==> config.mk <==
export PLATFORM = sky130hd
export DESIGN_NAME = jpeg_rle
export DESIGN_NICKNAME = d
export VERILOG_FILES = /design/src/rtl/jpeg_rle.sv
export SDC_FILE = /design/constraint.sdc
export NUM_CORES = 1
export LEC_CHECK = 0
export ABC_AREA = 1
export BUFFER_PORTS_ARGS = -buffer_cell sky130_fd_sc_hd__buf_2
export CAP_MARGIN = 40
export CORE_MARGIN = 2
export CORE_UTILIZATION = 62
export CTS_BUF_LIST = sky130_fd_sc_hd__clkbuf_8 sky130_fd_sc_hd__clkbuf_16
export CTS_CLUSTER_SIZE = 30
export DETAILED_ROUTE_END_ITERATION = 8
export PLACE_DENSITY = 0.86
export SYNTH_ARGS = -nofsm -noshare
export SYNTH_HDL_FRONTEND = slang
export SYNTH_SLANG_ARGS = --single-unit
==> constraint.sdc <==
create_clock -name clk_i -period 6.8 [get_ports clk_i]
set_input_delay 1.02 -clock clk_i [delete_from_list [all_inputs] [get_ports clk_i]]
set_output_delay 1.02 -clock clk_i [all_outputs]
set_load 0.02 [all_outputs]
==> src/rtl/jpeg_rle.sv <==
// Entropy-prep stage: scans a quantized 8x8 block in zigzag order, forms the DC
// difference against a running predictor and run-length codes the AC terms.
module jpeg_rle #(
  parameter int ADDR_W = 5,
  parameter int COEF_W = 16
) (
  input  logic              clk_i,
  input  logic              rst_i,
  input  logic              start_i,
  input  logic              clr_dc_i,
  output logic              busy_o,
  output logic              done_o,
  output logic [ADDR_W-1:0] mem_addr_o,
  input  logic [31:0]       mem_dat_i,
  output logic              sym_valid_o,
  input  logic              sym_ready_i,
  output logic              sym_dc_o,
  output logic [3:0]        sym_run_o,
  output logic [3:0]        sym_size_o,
  output logic [10:0]       sym_amp_o
);

  typedef enum logic [2:0] {
    S_IDLE = 3'd0, S_RD = 3'd1, S_CHK = 3'd2, S_EMIT = 3'd3,
    S_ZRL  = 3'd4, S_EOB = 3'd5, S_FIN = 3'd6
  } state_t;

  localparam logic signed [COEF_W-1:0] COEF_MAX = COEF_W'(1023);
  localparam logic signed [COEF_W-1:0] COEF_MIN = -COEF_MAX;

  function automatic logic [5:0] zz_map(input logic [5:0] k);
    case (k)
      6'd0:  zz_map = 6'd0;  6'd1:  zz_map = 6'd1;  6'd2:  zz_map = 6'd8;  6'd3:  zz_map = 6'd16;
      6'd4:  zz_map = 6'd9;  6'd5:  zz_map = 6'd2;  6'd6:  zz_map = 6'd3;  6'd7:  zz_map = 6'd10;
      6'd8:  zz_map = 6'd17; 6'd9:  zz_map = 6'd24; 6'd10: zz_map = 6'd32; 6'd11: zz_map = 6'd25;
      6'd12: zz_map = 6'd18; 6'd13: zz_map = 6'd11; 6'd14: zz_map = 6'd4;  6'd15: zz_map = 6'd5;
      6'd16: zz_map = 6'd12; 6'd17: zz_map = 6'd19; 6'd18: zz_map = 6'd26; 6'd19: zz_map = 6'd33;
      6'd20: zz_map = 6'd40; 6'd21: zz_map = 6'd48; 6'd22: zz_map = 6'd41; 6'd23: zz_map = 6'd34;
      6'd24: zz_map = 6'd27; 6'd25: zz_map = 6'd20; 6'd26: zz_map = 6'd13; 6'd27: zz_map = 6'd6;
      6'd28: zz_map = 6'd7;  6'd29: zz_map = 6'd14; 6'd30: zz_map = 6'd21; 6'd31: zz_map = 6'd28;
      6'd32: zz_map = 6'd35; 6'd33: zz_map = 6'd42; 6'd34: zz_map = 6'd49; 6'd35: zz_map = 6'd56;
      6'd36: zz_map = 6'd57; 6'd37: zz_map = 6'd50; 6'd38: zz_map = 6'd43; 6'd39: zz_map = 6'd36;
      6'd40: zz_map = 6'd29; 6'd41: zz_map = 6'd22; 6'd42: zz_map = 6'd15; 6'd43: zz_map = 6'd23;
      6'd44: zz_map = 6'd30; 6'd45: zz_map = 6'd37; 6'd46: zz_map = 6'd44; 6'd47: zz_map = 6'd51;
      6'd48: zz_map = 6'd58; 6'd49: zz_map = 6'd59; 6'd50: zz_map = 6'd52; 6'd51: zz_map = 6'd45;
      6'd52: zz_map = 6'd38; 6'd53: zz_map = 6'd31; 6'd54: zz_map = 6'd39; 6'd55: zz_map = 6'd46;
      6'd56: zz_map = 6'd53; 6'd57: zz_map = 6'd60; 6'd58: zz_map = 6'd61; 6'd59: zz_map = 6'd54;
      6'd60: zz_map = 6'd47; 6'd61: zz_map = 6'd55; 6'd62: zz_map = 6'd62; 6'd63: zz_map = 6'd63;
      default: zz_map = 6'd0;
    endcase
  endfunction

  function automatic logic signed [11:0] sat_coef(input logic signed [COEF_W-1:0] c);
    if (c > COEF_MAX) begin
      sat_coef = 12'sd1023;
    end else if (c < COEF_MIN) begin
      sat_coef = -12'sd1023;
    end else begin
      sat_coef = c[11:0];
    end
  endfunction

  function automatic logic [3:0] bit_size(input logic signed [11:0] v);
    logic [11:0] mag;
    mag = v[11] ? 12'(-v) : 12'(v);
    bit_size = 4'd0;
    for (int i = 0; i < 12; i++) begin
      if (mag[i]) begin
        bit_size = 4'(i + 1);
      end else begin
        bit_size = bit_size;
      end
    end
  endfunction

  // Negative values carry (v-1), i.e. the one's complement of |v|, in size bits.
  function automatic logic [10:0] amp_bits(input logic signed [11:0] v, input logic [3:0] sz);
    logic [11:0] t;
    logic [10:0] mask;
    if (v[11]) begin
      t = 12'(v - 12'sd1);
    end else begin
      t = 12'(v);
    end
    mask = 11'((12'd1 << sz) - 12'd1);
    amp_bits = t[10:0] & mask;
  endfunction

  state_t              state_r, state_nxt_s;
  logic [5:0]          k_r, k_nxt_s;
  logic [5:0]          run_r, run_nxt_s;
  logic signed [11:0]  pred_r, pred_nxt_s;
  logic                pend_dc_r, pend_dc_nxt_s;
  logic [3:0]          pend_run_r, pend_run_nxt_s;
  logic [3:0]          pend_size_r, pend_size_nxt_s;
  logic [10:0]         pend_amp_r, pend_amp_nxt_s;

  logic [5:0]          zz_s;
  logic signed [COEF_W-1:0] coef_raw_s;
  logic signed [11:0]  coef_s;
  logic signed [12:0]  dc_raw_s;
  logic signed [11:0]  dc_diff_s;
  logic [5:0]          run_dec_s;
  logic                hs_s;

  logic                busy_nxt_s, done_nxt_s, valid_nxt_s, dc_nxt_s;
  logic [ADDR_W-1:0]   addr_nxt_s;
  logic [3:0]          run_out_nxt_s, size_nxt_s;
  logic [10:0]         amp_nxt_s;

  // Coefficient selection, saturation and DC difference for the current scan index.
  always_comb begin
    zz_s       = zz_map(k_r);
    coef_raw_s = zz_s[0] ? mem_dat_i[COEF_W-1:0] : mem_dat_i[16+COEF_W-1:16];
    coef_s     = sat_coef(coef_raw_s);
    dc_raw_s   = {coef_s[11], coef_s} - {pred_r[11], pred_r};
    if (dc_raw_s > 13'sd2047) begin
      dc_diff_s = 12'sd2047;
    end else if (dc_raw_s < -13'sd2047) begin
      dc_diff_s = -12'sd2047;
    end else begin
      dc_diff_s = dc_raw_s[11:0];
    end
    run_dec_s = run_r - 6'd16;
    hs_s      = sym_valid_o & sym_ready_i;
  end

  // State and datapath registers.
  always_ff @(posedge clk_i) begin
    if (rst_i) begin
      state_r     <= S_IDLE;
      k_r         <= 6'd0;
      run_r       <= 6'd0;
      pred_r      <= 12'sd0;
      pend_dc_r   <= 1'b0;
      pend_run_r  <= 4'd0;
      pend_size_r <= 4'd0;
      pend_amp_r  <= 11'd0;
    end else begin
      state_r     <= state_nxt_s;
      k_r         <= k_nxt_s;
      run_r       <= run_nxt_s;
      pred_r      <= pred_nxt_s;
      pend_dc_r   <= pend_dc_nxt_s;
      pend_run_r  <= pend_run_nxt_s;
      pend_size_r <= pend_size_nxt_s;
      pend_amp_r  <= pend_amp_nxt_s;
    end
  end

  // Next-state and datapath update logic.
  always_comb begin
    state_nxt_s     = state_r;
    k_nxt_s         = k_r;
    run_nxt_s       = run_r;
    pred_nxt_s      = pred_r;
    pend_dc_nxt_s   = pend_dc_r;
    pend_run_nxt_s  = pend_run_r;
    pend_size_nxt_s = pend_size_r;
    pend_amp_nxt_s  = pend_amp_r;
    case (state_r)
      S_IDLE: begin
        if (clr_dc_i) begin
          pred_nxt_s = 12'sd0;
        end else begin
          pred_nxt_s = pred_r;
        end
        if (start_i) begin
          state_nxt_s = S_RD;
          k_nxt_s     = 6'd0;
          run_nxt_s   = 6'd0;
        end else begin
          state_nxt_s = S_IDLE;
        end
      end
      S_RD: state_nxt_s = S_CHK;
      S_CHK: begin
        if (k_r == 6'd0) begin
          pred_nxt_s      = pred_r + dc_diff_s;
          pend_dc_nxt_s   = 1'b1;
          pend_run_nxt_s  = 4'd0;
          pend_size_nxt_s = bit_size(dc_diff_s);
          pend_amp_nxt_s  = amp_bits(dc_diff_s, bit_size(dc_diff_s));
          state_nxt_s     = S_EMIT;
        end else if (coef_s == 12'sd0) begin
          run_nxt_s = run_r + 6'd1;
          if (k_r == 6'd63) begin
            state_nxt_s = S_EOB;
          end else begin
            k_nxt_s     = k_r + 6'd1;
            state_nxt_s = S_RD;
          end
        end else begin
          pend_dc_nxt_s   = 1'b0;
          pend_size_nxt_s = bit_size(coef_s);
          pend_amp_nxt_s  = amp_bits(coef_s, bit_size(coef_s));
          if (run_r >= 6'd16) begin
            state_nxt_s = S_ZRL;
          end else begin
            pend_run_nxt_s = run_r[3:0];
            state_nxt_s    = S_EMIT;
          end
        end
      end
      S_ZRL: begin
        if (hs_s) begin
          run_nxt_s = run_dec_s;
          if (run_dec_s >= 6'd16) begin
            state_nxt_s = S_ZRL;
          end else begin
            pend_run_nxt_s = run_dec_s[3:0];
            state_nxt_s    = S_EMIT;
          end
        end else begin
          state_nxt_s = S_ZRL;
        end
      end
      S_EMIT: begin
        if (hs_s) begin
          run_nxt_s = 6'd0;
          if (k_r == 6'd63) begin
            state_nxt_s = S_FIN;
          end else begin
            k_nxt_s     = k_r + 6'd1;
            state_nxt_s = S_RD;
          end
        end else begin
          state_nxt_s = S_EMIT;
        end
      end
      S_EOB: begin
        if (hs_s) begin
          state_nxt_s = S_FIN;
        end else begin
          state_nxt_s = S_EOB;
        end
      end
      S_FIN:   state_nxt_s = S_IDLE;
      default: state_nxt_s = S_IDLE;
    endcase
  end

  // Output values derived from the upcoming state so the ports can be registered.
  always_comb begin
    busy_nxt_s = (state_nxt_s != S_IDLE) && (state_nxt_s != S_FIN);
    done_nxt_s = (state_nxt_s == S_FIN);
    if (state_nxt_s == S_RD) begin
      addr_nxt_s = ADDR_W'(zz_map(k_nxt_s) >> 1);
    end else begin
      addr_nxt_s = mem_addr_o;
    end
    valid_nxt_s   = 1'b0;
    dc_nxt_s      = 1'b0;
    run_out_nxt_s = 4'd0;
    size_nxt_s    = 4'd0;
    amp_nxt_s     = 11'd0;
    case (state_nxt_s)
      S_EMIT: begin
        valid_nxt_s   = 1'b1;
        dc_nxt_s      = pend_dc_nxt_s;
        run_out_nxt_s = pend_run_nxt_s;
        size_nxt_s    = pend_size_nxt_s;
        amp_nxt_s     = pend_amp_nxt_s;
      end
      S_ZRL: begin
        valid_nxt_s   = 1'b1;
        run_out_nxt_s = 4'd15;
      end
      S_EOB:   valid_nxt_s = 1'b1;
      default: valid_nxt_s = 1'b0;
    endcase
  end

  // Registered output ports.
  always_ff @(posedge clk_i) begin
    if (rst_i) begin
      busy_o      <= 1'b0;
      done_o      <= 1'b0;
      mem_addr_o  <= '0;
      sym_valid_o <= 1'b0;
      sym_dc_o    <= 1'b0;
      sym_run_o   <= 4'd0;
      sym_size_o  <= 4'd0;
      sym_amp_o   <= 11'd0;
    end else begin
      busy_o      <= busy_nxt_s;
      done_o      <= done_nxt_s;
      mem_addr_o  <= addr_nxt_s;
      sym_valid_o <= valid_nxt_s;
      sym_dc_o    <= dc_nxt_s;
      sym_run_o   <= run_out_nxt_s;
      sym_size_o  <= size_nxt_s;
      sym_amp_o   <= amp_nxt_s;
    end
  end

endmodule

### After elaboration in Yosys (flattened, before gate mapping)

Memories as Yosys holds them, arrays and structs flattened. A register that Yosys moved wholly into a read port is not among the register bits.
Cells that the tools add are included.
Widths: inputs -> output; s select.

| storage, ports and cells | value |
|---|---|
| flip-flop bits (word level) | 70 |
| latch bits | 0 |
| bits in writable memories | 0 |
| bits in read-only memories | 768 |
| bits of input ports | 37 |
| output and inout bits | 28 |
| logic and storage cells | 157 |
| memories kept | 2 |

| operators by class | value |
|---|---|
| add/subtract/negate cells | 11 |
| multiply operators | 0 |
| div/mod/pow operators | 0 |
| order comparisons | 6 |
| equal/unequal tests | 19 |
| shift operators | 2 |
| multiplexer cells | 87 |
| bitwise gates (word level) | 4 |
| reductions and logical operators | 11 |

Memories:

| memory | depth | width | rd ports | clocked after Yosys merged registers in | wr ports | RTL line | source |
|---|---|---|---|---|---|---|---|
| (no name shown) | 64 | 6 | 1 | 1 | 0 | 32 | `case (k)` |
| (no name shown) | 64 | 6 | 1 | 1 | 0 | 32 |  |

Operator list:

| cell | number |
|---|---|
| $mux 4 | 35 |
| $mux 11 | 10 |
| $mux 12 | 8 |
| $mux 6 | 11 |
| $mux 3 | 8 |
| $neg 12->12 | 2 |
| $pmux 12 s2 | 1 |
| $pmux 6 s4 | 1 |
| $and 11x11->11 | 2 |
| $shl 1x4->11 const A | 2 |
| $sub 11x1->11 const B | 2 |
| $sub 11x2->11 const B | 2 |
| $pmux 3 s6 | 1 |
| $pmux 6 s3 | 1 |
| $gt 16x11->1 const B | 1 |
| $lt 16x11->1 const B | 1 |
| $mux 16 | 1 |
| $pmux 4 s2 | 2 |
| $eq 3x3->1 const B | 5 |
| $ne 2x2->1 const B | 7 |
| $gt 13x12->1 const B | 1 |
| $lt 13x12->1 const B | 1 |
| $sub 12x12->13 | 1 |
| $add 12x12->12 | 1 |
| 22 further kinds | 33 |

### Longest topological paths before layout

Gate-level depths: netlist of run 1.

| logic depth | value |
|---|---|
| word-level depth | 29 |
| mapped depth | 50 |
| depth with buffers taken out | 48 |

### Worst setup path after synthesis of run 1

No wires, ideal clock.

| timing path | value |
|---|---|
| kind | input-to-reg |
| from | input port mem_dat_i[23] |
| to | register pend_amp_r[1] |
| setup time | 56 ps |
| arrival time | 5587 ps |
| required time | 6744 ps |
| path slack | 1157 ps |
| stages | 41 |
| path buffers | 2 |
| path through | o21ai_0 nand2_1 nor3_1 nand3_1 nand2_1 nand2_2 buf_6 nand3_1 inv_1 ha_1 fa_1 inv_1 nand3_1 nand2_1 nand2_1 nand2_1 nand2_1 nand2_1 (+5 left out) buf_6 nand2_2 nand2_2 nor2_8 nand3_2 nand2_2 nand2_1 o21ai_2 inv_2 nand2_2 nand2_2 nor2_1 nand3_1 ha_1 o311ai_0 o21ai_0 or2_2 inv_1 |

| on the way | value |
|---|---|
| cells in the longest elaborated chain, start to end | 29 |
| elaborated cells between the ends (all ways) | 62 |
| those cells by class | add/sub: 7; order compare: 4; shift: 2; mux: 46; bitwise: 2; reduce/logical: 1 |

Ends and longest elaborated chain:

| item | RTL line | source |
|---|---|---|
| start, declared | 14 | `input logic [31:0] mem_dat_i,` |
| $mux 16 (*) | 114 | `coef_raw_s = zz_s[0] ? mem_dat_i[COEF_W-1:0] : mem_dat_i[16+COEF_W-1:16];` |
| $lt 16x11->1 | 56 | `end else if (c < COEF_MIN) begin` |
| $mux 12 | 56 |  |
| $mux 12 (*) | 54 | `if (c > COEF_MAX) begin` |
| $sub 12x12->13 | 116 | `dc_raw_s = {coef_s[11], coef_s} - {pred_r[11], pred_r};` |
| $lt 13x12->1 | 119 | `end else if (dc_raw_s < -13'sd2047) begin` |
| $mux 12 | 119 |  |
| $mux 12 | 117 | `if (dc_raw_s > 13'sd2047) begin` |
| (+3 left out) | n/a |  |
| $mux 4 (11 in series) | 68 | `if (mag[i]) begin` |
| $mux 4 | 178 | `if (k_r == 6'd0) begin` |
| $mux 4 | 161 | `case (state_r)` |
| $shl 1x4->11 | 85 | `mask = 11'((12'd1 << sz) - 12'd1);` |
| $sub 11x1->11 | 85 |  |
| $and 11x11->11 | 86 | `amp_bits = t[10:0] & mask;` |
| $mux 11 (*) | 178 |  |
| $mux 11 (*) | 161 |  |
| end signal, assigned | 147 | `pend_amp_r <= pend_amp_nxt_s;` |
| end, declared | 96 | `logic [10:0] pend_amp_r, pend_amp_nxt_s;` |

Every way passes the cells marked *; elsewhere a longest branch is shown, timed or not. The select of a mux whose other input is x is not followed.
A chain may end at the register's enable or synchronous reset.

### Final worst setup path of run 1

| timing path | value |
|---|---|
| from | input port mem_dat_i[22] |
| to | register pend_amp_r[1] |

Same word-level chain as after synthesis.

==> results of run 1 <==
==> state kept, by name, indices dropped and copies added (netlist names) <==
name	count
run_r	6
sym_dc_o	1
pend_dc_r	1
state_r	3
busy_o	1
sym_size_o	4
pend_size_r	4
sym_valid_o	1
pend_amp_r	11
sym_run_o	4
done_o	1
pend_run_r	4
mem_addr_o	5
sym_amp_o	11
pred_r	12
zz_s	1
k_r	6
==> final cells by class <==
class | count | share of cell area, %
Multi-Input combinational cell | 944 | 62.6
Sequential cell | 76 | 18.0
Inverter | 195 | 8.71
Timing Repair Buffer | 72 | 4.73
Clock buffer | 9 | 2.66
Tap cell | 168 | 2.48
Clock inverter | 7 | 0.872
==> cell usage after synthesis, types with 9 or more instances <==
cell      instances  area, sq um
o211ai_1         14          105
inv_1           163          612
clkbuf_1         13         48.8
nand2_1         315         1180
nand4_1          17          106
nor2_2           10         62.6
inv_2            29          109
nand2_2          33          206
dfxtp_1          76         1520
xor2_1           13          114
nor2_1          121          454
nor2_4           11          124
ha_1             51          638
nor3_1            9         45.0
o21ai_0          56          280
a21oi_1          77          385
o21ai_1          26          130
nand3_1          81          405
==> critical path: cells and delay by family <==
kind            cells  cell delay (ns)
simple gates       28             3.09
buf+inv             5             0.54
compound gates      4             0.85
fa+ha+maj           3             0.88
==> layout by cell type (no fill, tap or decap), drive strengths merged, types with 19 or more instances in the layout <==
cell type	netlist	final
ha	51	51
a21oi	80	80
dfxtp	76	76
o211ai	21	21
nor2	145	145
o21ai	87	87
inv	194	197
buf	14	72
nand3	89	89
nand2	354	354
nand4	19	19
==> report_power, final <==
part / switching [uW] / internal [uW] / total (uW)
Clock: 202 / 287 / 489
Sequential: 38.5 / 505 / 544
Combinational: 792 / 364 / 1160
Total: 1030 / 1160 / 2190
==> what timing repair did <==
item                                    CTS  global route
hold buffers                              0             0
endpoints found under the setup margin    0            11
resized for setup                         0             3
setup buffers                             0             2
hold endpoints to repair                  0             0
==> worst min-delay path by stage <==
stage / start / endpoint / cells past startpoint
after floorplan: pend_dc_r / pend_dc_r / 2
after global routing: mem_addr_o[2] / mem_addr_o[2] / 2
after global placement: mem_addr_o[2] / mem_addr_o[2] / 2
after CTS: mem_addr_o[2] / mem_addr_o[2] / 2
final: mem_addr_o[2] / mem_addr_o[2] / 2
after detailed placement: mem_addr_o[2] / mem_addr_o[2] / 2
==> per-layer routing <==
layer | track usage (%) | part of all wire (%)
met1 | 43.9 | 46
met2 | 46.7 | 43
met3 | 3.45 | 8.4
met4 | 12.4 | 3.0
met5 | 0 | 0
==> stage by stage <==
| step | power, uW | worst slack [ns] |
|---|---|---|
| 4_1_cts | 2160 | 0.489 |
| 2_1_floorplan | 1430 | 1.16 |
| 6_report | 2190 | 0.714 |
| 3_5_place_dp | 1670 | 0.142 |
| 5_1_grt | 2360 | 0.0477 |
| 3_3_place_gp | 1640 | 0.427 |
==> logic make-up after synthesis <==
kind of cell | Yosys count | synth area share, %
xor+xnor | 17 | 1.93
flops | 76 | 19.7
compound gates | 229 | 18.3
mux | 5 | 0.666
fa+ha+maj | 52 | 8.54
simple gates | 641 | 39.2
buf+inv | 222 | 11.7
==> results.txt, run 1 <==
status -> finished, final reports clean
setup slack, reg-to-reg -> 0.86 ns
Non-Filler Instances -> 1,471
gpl congestion -> 0.975
Util after Layout -> 70.2%
Final #Nets -> 1,387
# rows -> 40
Synthesized Nets -> 1,331
layout cells sized above 1 -> 16.6%
# diodes -> 0
reg2reg path depth -> 39
Root Buffer -> clkbuf_16
critical path data arrival time -> 6.38 ns
# H-tree levels -> 3
Ports -> 65
cell count after synthesis -> 1,242
leakage power of the design -> 0.00421 uW
Top cell by count, worst path -> nand2_1
Async SR Flop Fraction -> 0%
dpl cells -> 1,453
CP startpoint -> mem_dat_i[22]
Synth Cell Area -> 7700 sq um
largest net degree at the start of global routing -> 41
clk_lat worst skew -> 0.35 ns
count of different cell masters after synthesis -> 64
Clock Sinks -> 76
Pwr Density -> 259 nW/um^2
VDD IR-drop max -> 0.000129 V
first-pass detailed-route iteration total -> 5
Seq/Total Area, Yosys -> 19.7%
max-slew violation count -> 0
Clock transition at path regs -> 0.06 ns
Fill cells -> 1,102
Final setup viols -> 0
Post-DP Area -> 8130 sq um
Fin. Hold Viols -> 0
antenna violations before repair -> 0
WL final -> 20,100 um
reg2reg start -> zz_s[0]
Synth Register Bits -> 76
number of global-route vias before repair -> 7,255
CP max stage delay -> 0.39 ns
CTS Buf Count -> 9
Worst Setup Path Type -> input port to flip-flop
Vias per Instance -> 5.59
Crit. End Element -> flip-flop
area delta synth->final -> 9.84%
Ys Warns -> 0
Die Span Y -> 115 um
fin crit share -> 89.5%
Hold Path Class -> flip-flop to flip-flop
Req. time, crit path -> 7.09 ns
CP endpoint -> pend_amp_r[1]
GRT Total Usage -> 30.6%
Routed Antenna Nets -> 0
Multi-input gate area -> 5300 sq um
clk_skew -> 0.00718 ns
Critical Path Fanout Max -> 14
Slew headroom -> 35.3%
R2R Path End -> pend_amp_r[1]
FMAX -> 164 MHz
die area -> 13,300 sq um
crit path time final -> 6.09 ns
via count -> 8,220
1st-iter DRT viols -> 813
die width -> 115 um
crit path max-delay cell type -> fa_1
Max Cap Violations -> 0
hpwl dp -> 15,400 um
CTS tree -> done
actual slew at the worst max-slew pin -> 0.967 ns
average cell area after synthesis -> 6.20 sq um
design area -> 8460 sq um
gr ovfl total -> 0
FF+latch area -> 1520 sq um
final setup TNS -> 0 ns
RSZ-0062 raised after global routing -> false
Post-synth EDFFs -> 0
worst hold slack -> 0.465 ns
PortBufs -> 64
Max clock buf depth -> 2
first-pass GRT wire length -> 33,300 um
ys flop type -> dfxtp_1
routed length per instance -> 13.7 um
initial core utilization -> 63.9%
startpoint types -> input port
DRC Markers -> 0
Core Region -> 12,100 sq um
(Power assumes the default switching activity.)
==> run 2, diff against run 1 <==
ABC_AREA = default   (was 1)
BUFFER_PORTS_ARGS = -buffer_cell sky130_fd_sc_hd__buf_4   (was -buffer_cell sky130_fd_sc_hd__buf_2)
==> run 2 against run 1 <==
  * Fmax fell by 5.6%
  * Count of clock-buffer cells in the layout unchanged
  * Clock power fell by 2%
  * Synthesized cell count decreased by 11%
  * Flip-flop and latch count stayed put
  * Via count grew 15%
  * Critical path depth decreased by 14
  * Synthesized area grew 5.7%
  * First-iteration DRC count grew 88%
  * Global-route usage up 8.1 points
  * Combinational power is 41% higher
  * Sequential power decreased by 2%
  * Critical path type unchanged
  * Highest routed layer unchanged
==> results.txt, run 2 <==
area share of the largest cell type after synthesis -> 18.7%
gr ovfl total -> 0
number of global-route vias before repair -> 8,434
Final setup viols -> 0
Vias per Instance -> 6.97
Regs by FF count -> pred_r: 12 flops, pend_amp_r: 11 flops, sym_amp_o: 11 flops
XOR/XNOR Fraction of Synth Area -> 3.86%
design area -> 9270 sq um
Async SR Flop Fraction -> 0%
Worst Setup Path Type -> input port to flip-flop
die area -> 14,100 sq um
via count -> 9,412
PortBufs -> 64
fin crit share -> 94.8%
CTS tree -> done
Hold Path Class -> flip-flop to flip-flop
WL met2 -> 11,600 um
Clock Sinks -> 76
antenna violations before repair -> 0
largest family of logic cells by synthesized area -> compound AO/OA/AOI/OAI gates
status -> finished, final reports clean
# rows -> 41
GRT Total Usage -> 38.6%
count leader, synth -> nand2_1
Non-Filler Instances -> 1,351
WL met3 -> 3280 um
Clock transition at path regs -> 0.06 ns
ys flop type -> dfxtp_1
most frequent cells in the layout -> buf_4 (115), nand2_1 (113), nor2_1 (107)
Ports -> 65
Pwr Density -> 286 nW/um^2
post-synthesis compound-gate area fraction -> 33.7%
commonest non-fill, non-tap cell in the layout -> buf_4
Fin. Hold Viols -> 0
RSZ-0062 raised after global routing -> false
clk_lat worst skew -> 0.35 ns
critical path data arrival time -> 6.74 ns
clk_skew -> 0.0119 ns
Critical Path Fanout Max -> 5
Simple-Gate Fraction of Synth Area -> 26.0%
# H-tree levels -> 3
first-pass detailed-route iteration total -> 6
Die Span Y -> 119 um
initial core utilization -> 64.0%
Largest register FFs -> 12
cell count after synthesis -> 1,107
Synth area leader -> dfxtp_1
Post-synth EDFFs -> 0
Largest Register -> pred_r
Max clock buf depth -> 2
Req. time, crit path -> 7.09 ns
crit path time final -> 6.45 ns
final setup TNS -> 0 ns
gpl congestion -> 1.08
hpwl dp -> 20,900 um
average cell area after synthesis -> 7.36 sq um
count of different cell masters after synthesis -> 106
FMAX -> 155 MHz
dpl cells -> 1,336
1st-iter DRT viols -> 1,529
Post-synth top cells -> nand2_1 (113), nor2_1 (107), a21oi_1 (76), dfxtp_1 (76), o21ai_0 (69)
mux share of post-synthesis cell area -> 4.67%
area delta synth->final -> 13.8%
Synth Register Bits -> 76
Max Cap Violations -> 0
Routed Antenna Nets -> 0
largest net degree at the start of global routing -> 66
Slew headroom -> 35.9%
Crit. End Element -> flip-flop
Ys Warns -> 0
Util after Layout -> 72.9%
CTS Buf Count -> 9
Synthesized Nets -> 1,196
Final #Nets -> 1,264
max-slew violation count -> 0
die width -> 119 um
top post-synthesis cells by area -> dfxtp_1 (19%), ha_1 (7.8%), nand2_1 (5.2%)
VDD IR-drop max -> 0.000315 V
routed length per instance -> 20.6 um
Place WS -> 0.0224 ns
final worst slack -> 0.351 ns
layout cells sized above 1 -> 16.5%
Adder-Cell Fraction of Synth Area -> 8.33%
actual slew at the worst max-slew pin -> 0.959 ns
startpoint types -> input port
Post-DP Area -> 8960 sq um
met1 wire length -> 12,100 um
first-pass GRT wire length -> 44,600 um
WL final -> 27,800 um
Root Buffer -> clkbuf_16
leakage power of the design -> 0.00340 uW
Synth Cell Area -> 8140 sq um
# diodes -> 0
DRC Markers -> 0
Seq/Total Area, Yosys -> 18.7%
uppermost layer routed -> met4
Core Region -> 12,700 sq um
[run 2: final cells by class]
class	instances	area [sq um]
multi-input combinational	940	6250
tap	172	215
clock buffer	9	225
sequential	76	1520
timing repair buffer	115	863
clock inverter	6	65.1
fill	1043	3450
inverter	33	124
[run 2: through the flow]
stage / power (uW) / hold WS, ns
final: 2650 / 0.456
after floorplan: 1590 / 0.434
after global placement: 2090 / 0.447
after detailed placement: 2100 / 0.449
after global routing: 2800 / 0.487
after CTS: 2580 / 0.457
[run 2: final timing paths]
check                start       endpoint  slack (ns)  depth (start not counted)
min reg2reg  mem_addr_o[4]  mem_addr_o[4]        0.46                          2
max reg2reg        zz_s[0]     pred_r[11]        0.44                         26
max           mem_dat_i[7]     pred_r[11]        0.35                         26
min          mem_addr_o[4]  mem_addr_o[4]        0.46                          2
[run 2: critical path, cell delays in order]
cell	delay [ns]
buf_4	0.12
or3b_1	0.38
a21oi_2	0.25
a31oi_2	0.14
nand2b_1	0.13
nor2_1	0.08
ha_1	0.23
fa_1	0.44
nand3b_1	0.22
a2111oi_1	0.46
or3_1	0.23
xnor2_1	0.21
nand2_1	0.25
nor2_1	0.17
o21ai_0	0.09
a22oi_1	0.21
ha_1	0.31
o21ai_0	0.17
nand2b_1	0.09
a21oi_1	0.26
nand2b_1	0.17
a21oi_1	0.05
a41o_1	0.25
or4_1	0.44
o221ai_1	0.19
a2bb2o_1	0.15
[run 2: what timing repair did]
action | in CTS | in global routing
endpoints found under the setup margin | 0 | 14
resized for setup | 0 | 5
hold buffers | 0 | 0
setup buffers | 0 | 0
[run 2: per-layer routing]
layer | GRT usage (%) | vias to the layer above
met4 | 11.6 | 0
met2 | 56.5 | 590
met3 | 10.7 | 97
li1 | - | 4323
met5 | 0 | -
met1 | 55.0 | 4402
[run 2: cells by family (layout without fill, tap and decap cells)]
group           count (synthesis)  in the layout
mux                            34             34
xor+xnor                       35             35
flops                          76             76
compound gates                393            393
fa+ha+maj                      54             54
simple gates                  424            424
buf+inv                        91            163
[run 2: power breakdown]
part           internal, uW  leakage, uW  switching (uW)  total [uW]
registers               489     0.000617            41.8         531
clock network           283     0.000142             196         479
logic                   603      0.00264            1040        1640
==> run 3, diff against run 2 <==
CORE_UTILIZATION = 29   (was 62)
MAX_ROUTING_LAYER = met4   (was default)
PLACE_DENSITY = 0.49   (was 0.86)
==> run 3 against run 2 <==
  * Via count down 5.3%
  * Clock skew fell by 0.0025 ns
  * Utilization is 38 points lower
  * Cell area rose by 4.4%
  * Clock power grew 16%
  * Critical path type unchanged
==> results.txt, run 3 (synthesis results as in run 2) <==
# H-tree levels -> 3
FMAX -> 156 MHz
clk_skew -> 0.00934 ns
dpl cells -> 1,556
die area -> 29,400 sq um
largest net degree at the start of global routing -> 66
gpl congestion -> 0.963
final setup TNS -> 0 ns
Non-Filler Instances -> 1,572
Req. time, crit path -> 7.11 ns
leakage power of the design -> 0.00349 uW
1st-iter DRT viols -> 902
Final #Nets -> 1,278
GRT Total Usage -> 20.9%
crit path time final -> 6.40 ns
Final setup viols -> 0
CTS tree -> done
hpwl dp -> 23,000 um
actual slew at the worst max-slew pin -> 0.834 ns
critical path data arrival time -> 6.71 ns
Design Power -> 2750 uW
Crit. End Element -> flip-flop
Post-CTS Resized -> 0
PortBufs -> 64
Clock Sinks -> 76
fin crit share -> 94.1%
# diodes -> 0
Root Buffer -> clkbuf_16
Worst Setup Path Type -> input port to flip-flop
commonest non-fill, non-tap cell in the layout -> buf_4
max-slew violation count -> 0
hold buffers post-CTS -> 0
clk_lat worst skew -> 0.36 ns
Hold Path Class -> flip-flop to flip-flop
Routed Antenna Nets -> 0
Critical Path Fanout Max -> 9
Largest register FFs -> 12
first-pass detailed-route iteration total -> 5
Max clock buf depth -> 2
Die Span Y -> 172 um
Post-DP Area -> 9330 sq um
area delta synth->final -> 18.9%
status -> finished, final reports clean
WL final -> 29,900 um
Regs by FF count -> pred_r: 12 flops, pend_amp_r: 11 flops, sym_amp_o: 11 flops
first-pass GRT wire length -> 46,800 um
RSZ-0062 raised after global routing -> false
via count -> 8,910
VDD IR-drop max -> 0.000133 V
worst hold slack -> 0.457 ns
Core Region -> 27,700 sq um
DRC Markers -> 0
gr ovfl total -> 0
die width -> 172 um
startpoint types -> input port
Ports -> 65
design area -> 9680 sq um
layout cells sized above 1 -> 17.5%
postcts setup bufs -> 0
Slew headroom -> 44.0%
antenna violations before repair -> 0
most frequent cells in the layout -> buf_4 (127), nand2_1 (113), nor2_1 (107)
Largest Register -> pred_r
Vias per Instance -> 5.67
# rows -> 61
Fin. Hold Viols -> 0
initial core utilization -> 29.4%
routed length per instance -> 19.0 um
Clock transition at path regs -> 0.07 ns
CTS Buf Count -> 9
Max Cap Violations -> 0
Pwr Density -> 284 nW/um^2
number of global-route vias before repair -> 8,177
Fill cells -> 2,959
[run 3: through the flow]
stage | util, % | worst slack [ns]
2_1_floorplan | - | 0.494
3_3_place_gp | 33.6 | -0.0125
3_5_place_dp | 33.7 | -0.0812
4_1_cts | 34.9 | 0.143
5_1_grt | 34.9 | 0.00314
6_report | 34.9 | 0.403
[run 3: critical path, stage by stage]
cell and delay (ns):
buf_4 0.08, nand4_1 0.17, o221a_2 0.40, a31o_2 0.31, o21ai_0 0.28, inv_1 0.13
fa_1 0.46, nand3b_1 0.23, a2111oi_1 0.38, buf_4 0.18, or3_1 0.17, xnor2_1 0.23
nand2_1 0.14, nor2_1 0.14, o21ai_0 0.11, a22oi_2 0.22, ha_1 0.31, o21ai_0 0.16
nand2b_1 0.11, a21oi_2 0.23, nand2b_1 0.16, a21oi_1 0.05, a41o_1 0.24, or4_1 0.44
o221ai_1 0.19, a2bb2o_1 0.16
[run 3: area by class of cell]
class	count	area [sq um]	area share, %
clock buffer	10	239	2.47
inverter	33	124	1.28
timing repair buffer	129	976	10.1
tap	378	473	4.88
clock inverter	6	93.8	0.969
multi-input combinational	940	6250	64.6
sequential	76	1520	15.7
[run 3: power breakdown]
group | leakage (uW) | switching [uW] | internal, uW | total, uW
clock | 0.000165 | 219 | 336 | 556
sequential | 0.000616 | 31.0 | 489 | 520
combinational | 0.00271 | 1040 | 634 | 1680
total | 0.00349 | 1290 | 1460 | 2750
[run 3: path summary, 6_finish.rpt]
| check | from | end | slack [ns] | cells after the start |
|---|---|---|---|---|
| max | mem_dat_i[13] | pred_r[11] | 0.40 | 26 |
| min | mem_addr_o[4] | mem_addr_o[4] | 0.46 | 2 |
| max reg2reg | zz_s[0] | pred_r[11] | 0.47 | 27 |
| min reg2reg | mem_addr_o[4] | mem_addr_o[4] | 0.46 | 2 |
[run 3: routing by layer]
metal  vias up  global-route usage (%)  routed length [um]
met5         -                       -                   0
met4         0                    7.70                 841
li1       4367                       -                   -
met2       273                    29.0               12300
met1      4218                    30.6               15200
met3        52                    2.55                1540
